$ cat config.mk
export PLATFORM = sky130hd
export DESIGN_NAME = prg_sched
export DESIGN_NICKNAME = d
export VERILOG_FILES = /design/src/rtl/prg_sched.sv
export SDC_FILE = /design/constraint.sdc
export NUM_CORES = 1
export LEC_CHECK = 0
export ABC_AREA = 1
export CORE_MARGIN = 10
export CORE_UTILIZATION = 44
export CTS_CLUSTER_DIAMETER = 100
export DETAILED_ROUTE_END_ITERATION = 10
export GPL_TIMING_DRIVEN = 0
export HOLD_SLACK_MARGIN = 0.1
export PLACE_DENSITY = 0.93
export SLEW_MARGIN = 10
export SYNTH_ARGS = -nofsm -noshare
export SYNTH_HDL_FRONTEND = slang
export SYNTH_SLANG_ARGS = --single-unit
$ cat constraint.sdc
create_clock -name clk -period 6.2 [get_ports clk]
set_clock_uncertainty 0.15 [all_clocks]
set_input_delay 1.24 -clock clk [delete_from_list [all_inputs] [get_ports clk]]
set_output_delay 1.24 -clock clk [all_outputs]
set_load 0.005 [all_outputs]
$ cat src/rtl/prg_sched.sv
// prg_sched: round-robin scheduler that shares one fixed-latency PRG core
// between two requesters. One job is in flight at a time. The FSM walks
// IDLE -> RUN -> DONE -> IDLE, and the captured result is held until the
// consumer takes it.
module prg_sched #(
    parameter int CORE_LAT = 3
) (
    input  logic        clk,
    input  logic        rst,
    input  logic        req0_valid,
    input  logic [39:0] req0_seed,
    output logic        req0_ready,
    input  logic        req1_valid,
    input  logic [39:0] req1_seed,
    output logic        req1_ready,
    output logic [39:0] core_seed,
    input  logic [23:0] core_out,
    output logic        res_valid,
    input  logic        res_ready,
    output logic [23:0] res_data,
    output logic        res_id,
    output logic        busy,
    output logic [7:0]  job_cnt
);

    typedef enum logic [1:0] {
        IDLE = 2'd0,
        RUN  = 2'd1,
        DONE = 2'd2
    } state_t;

    localparam logic [3:0] LAT = 4'(CORE_LAT);

    state_t     state;
    logic [3:0] wait_cnt;
    logic       last_grant;
    logic       grant;
    logic       idle_open;
    logic       accept;

    // Round-robin pick: a lone requester wins; on a tie the one not served last wins.
    always_comb begin
        grant = 1'b0;
        if (req0_valid && req1_valid) begin
            grant = ~last_grant;
        end else if (req1_valid) begin
            grant = 1'b1;
        end
    end

    // Ready is only offered from IDLE, and never while reset is held.
    assign idle_open  = (state == IDLE) && !rst;
    assign req0_ready = idle_open && req0_valid && !grant;
    assign req1_ready = idle_open && req1_valid && grant;
    assign accept     = req0_ready || req1_ready;
    assign busy       = (state != IDLE);

    // Job sequencing: accept a seed, wait out the core latency, hold the result for the consumer.
    always_ff @(posedge clk or posedge rst) begin
        if (rst) begin
            state      <= IDLE;
            core_seed  <= '0;
            res_valid  <= 1'b0;
            res_data   <= '0;
            res_id     <= 1'b0;
            job_cnt    <= '0;
            wait_cnt   <= '0;
            last_grant <= 1'b1;
        end else begin
            case (state)
                IDLE: begin
                    if (accept) begin
                        core_seed  <= grant ? req1_seed : req0_seed;
                        res_id     <= grant;
                        last_grant <= grant;
                        wait_cnt   <= LAT;
                        state      <= RUN;
                    end
                end
                RUN: begin
                    // The counter reaching one marks the last RUN cycle, so
                    // RUN spans exactly CORE_LAT cycles.
                    wait_cnt <= wait_cnt - 4'd1;
                    if (wait_cnt == 4'd1) begin
                        res_data  <= core_out;
                        res_valid <= 1'b1;
                        state     <= DONE;
                    end
                end
                DONE: begin
                    // Nothing is accepted on the handshake edge itself.
                    if (res_ready) begin
                        res_valid <= 1'b0;
                        job_cnt   <= job_cnt + 8'd1;
                        state     <= IDLE;
                    end
                end
                default: begin
                    state <= IDLE;
                end
            endcase
        end
    end

endmodule

==> flow_metrics.tcl <==
set metrics [dict create \
    worst-setup-path-type "input pin to output port" \
    synthMuxAreaShare_pct 0.300 \
    syn-cell-area_mm2 0.00375 \
    die_y_um 112 \
    timing.setup.tns_ns 0 \
    drive_gt1_share_pct 13.2 \
    start_kind "input pin" \
    fmax_mhz 217 \
    grt_first_pass_wirelength_mm 19.7 \
    netlist_instances 413 \
    cts.path.max_buffers 2 \
    slew_headroom_pct 65.8 \
    grt_antenna_before_repair 0 \
    viasPerCell 4.88 \
    period_share_pct 74.4 \
    maxSlewViolCount 0 \
    stdcell_count 720 \
    grt_max_degree 63 \
    setup_viol_count_final 0 \
    drt_iter0_drc 187 \
    cts_setup_buffers 0 \
    fin_nets 722 \
    ios 186 \
    worstPathArrival_ns 3.23 \
    wire_per_inst_um 17.0 \
    drv_cap 0 \
    rows 33 \
    worst_pin_slew_ns 0.514 \
    cts_root_buf "clkbuf_8" \
    wl_mm 12.2 \
    synth_top_family_by_area "simple AND/OR/NAND/NOR gates" \
    syn-num-nets 525 \
    place_inst 704 \
    grt_util_met3_pct 10.9 \
    h-tree-depth 3 \
    holdWs_ns 0.326 \
    leakage_nw 2.79 \
    hold_buffers 0 \
    status "finished clean" \
    ys_seq_elements 81 \
    power_mw 2.46 \
    grtUsageMet2_pct 31.5 \
    die_area_mm2 0.0126 \
    avgSynthCellArea_um2 9.09 \
    synthAdderAreaFrac_pct 1.00 \
    cts_tree "built" \
    synth_compound_area_share_pct 11.8 \
    gp_congestion 0.916 \
    place_area_mm2 0.00577 \
    final_area_mm2 0.00597 \
    first_pass_iters 4 \
    post_cts_resized 0 \
    num_vias 3510 \
    rsz0062_at_grt "false" \
    dieWidth_um 112 \
    powerDensity_mw_per_mm2 412 \
    core-area_mm2 0.00826 \
    yosysUniqueCellTypes 25 \
    use_met1_pct 20.5 \
    required_ns 4.81 \
    clock_latency_ns 0.36 \
    grt_overflow_total 0 \
    clock_sinks 81 \
    cts_buffers 9 \
    synthSimpleGateAreaFrac_pct 23.9 \
    peakVddDrop_mv 0.226 \
    cp_max_fo 62 \
    yosysSeqAreaShare_pct 54.0 \
    dpl.hpwl_mm 9.81 \
    numPortBuffers 185 \
    hold_viol 0 \
    grt_pass1_vias 3881 \
    initial_core_util_pct 45.5 \
    drc 0 \
    hold_path.class "register to register" \
    antenna_left 0 \
    cp-end-kind "output port" \
    post-route-min-period_ns 4.62 \
    busiest_layer "met2" \
    yosys_warnings 0 \
    n_antenna_cell 0 \
    clk_pin_slew_ns 0.09 \
    synth_xor_area_share_pct 1.40 \
    syn_to_final_growth_pct 59.0 \
    track_usage_pct 19.2 \
]
## registers in the layout, indices dropped and copies added, names as in the netlist
name        flops
core_seed      40
last_grant      1
res_valid       1
wait_cnt        4
res_id          1
res_data       24
state           2
job_cnt         8
## critical path, stage by stage
cell and delay, ns:
clkdlybuf4s50_1 0.48, inv_4 0.26, buf_16 0.32, nand3_2 0.22, nor2_1 0.13, clkdlybuf4s50_1 0.54
## power by group
part	internal (mW)	total [mW]	switching (mW)
clock	0.190	0.396	0.206
combinational	0.647	1.15	0.502
sequential	0.773	0.917	0.144
## through the flow
stage	worst slack (ns)	utilization (%)
2_1_floorplan	1.23	-
3_3_place_gp	-0.491	69.5
3_5_place_dp	1.54	69.8
4_1_cts	1.53	72.3
5_1_grt	1.41	72.3
6_report	1.58	72.3
## worst paths after layout
kind | from | end | slack (ns) | depth (start not counted)
hold reg to reg | last_grant$_DFFE_PP1P_ | last_grant$_DFFE_PP1P_ | 0.33 | 2
max in group asynchronous | rst | last_grant$_DFFE_PP1P_ | 4.20 | 3
min in group asynchronous | rst | res_data[20]$_DFFE_PP0P_ | 1.09 | 2
setup / recovery | rst | req0_ready | 1.58 | 6
hold / removal | last_grant$_DFFE_PP1P_ | last_grant$_DFFE_PP1P_ | 0.33 | 2
setup reg to reg | last_grant$_DFFE_PP1P_ | core_seed[36]$_DFFE_PP0P_ | 4.45 | 6
## per-layer routing
layer / part of all wire (%) / vias up
li1: - / 1709
met1: 39 / 1621
met2: 47 / 160
met3: 12 / 20
met4: 1.9 / 0
met5: 0 / -
## Yosys cell counts (all sizes together)
master,n,share of area (%)
ha,3,1.0
nor3,1,0.13
xor2,4,0.93
o211ai,40,8.0
buf,8,2.4
nor2,10,1.1
o21ai,27,3.6
o31ai,1,0.20
dfstp,1,0.70
dfrtp,80,53
or2,41,6.8
clkbuf,13,1.3
inv,37,3.8
mux2,1,0.30
nand2,134,14
nand3,10,1.7
xnor2,2,0.47
## placed cells by master, fill, tap and decap left out
cell               n
dfstp_2            1
nor3_1             1
inv_6              2
nor2_2             2
nand2_4            1
ha_1               3
buf_16             1
dfrtp_1           80
nand2_1          131
clkinv_4           1
or2_2             41
xnor2_1            2
nor2_1             8
clkbuf_8           9
clkdlybuf4s50_1  185
inv_1             32
clkinvlp_4         2
o21ai_0           21
clkbuf_1          13
mux2_2             1
nand3_2            3
clkinv_2           1
o31ai_1            1
bufinv_16          1
buf_6              8
inv_2              3
inv_4              1
nand3_1            7
xor2_1             4
nand2_8            1
o21ai_1            6
inv_8              1
o211ai_1          40
nand2_2            1
## layout make-up
class	instances	area [um2]
fillers	622	2290
flip-flops and latches	81	2030
repair buffers	186	1880
multi-input cells	274	1440
inverters	37	146
plain buffers	21	139
well taps	105	131
clock buffers	9	124
clock inverters	7	78.8
## cells by family (layout without fill, tap and decap cells)
kind of cell / count (synthesis) / after routing
compound gates: 68 / 68
mux: 1 / 1
buf+inv: 58 / 260
flops: 81 / 81
simple gates: 196 / 196
xor+xnor: 6 / 6
fa+ha+maj: 3 / 3
Note: power is estimated with default switching activity, not from simulation.
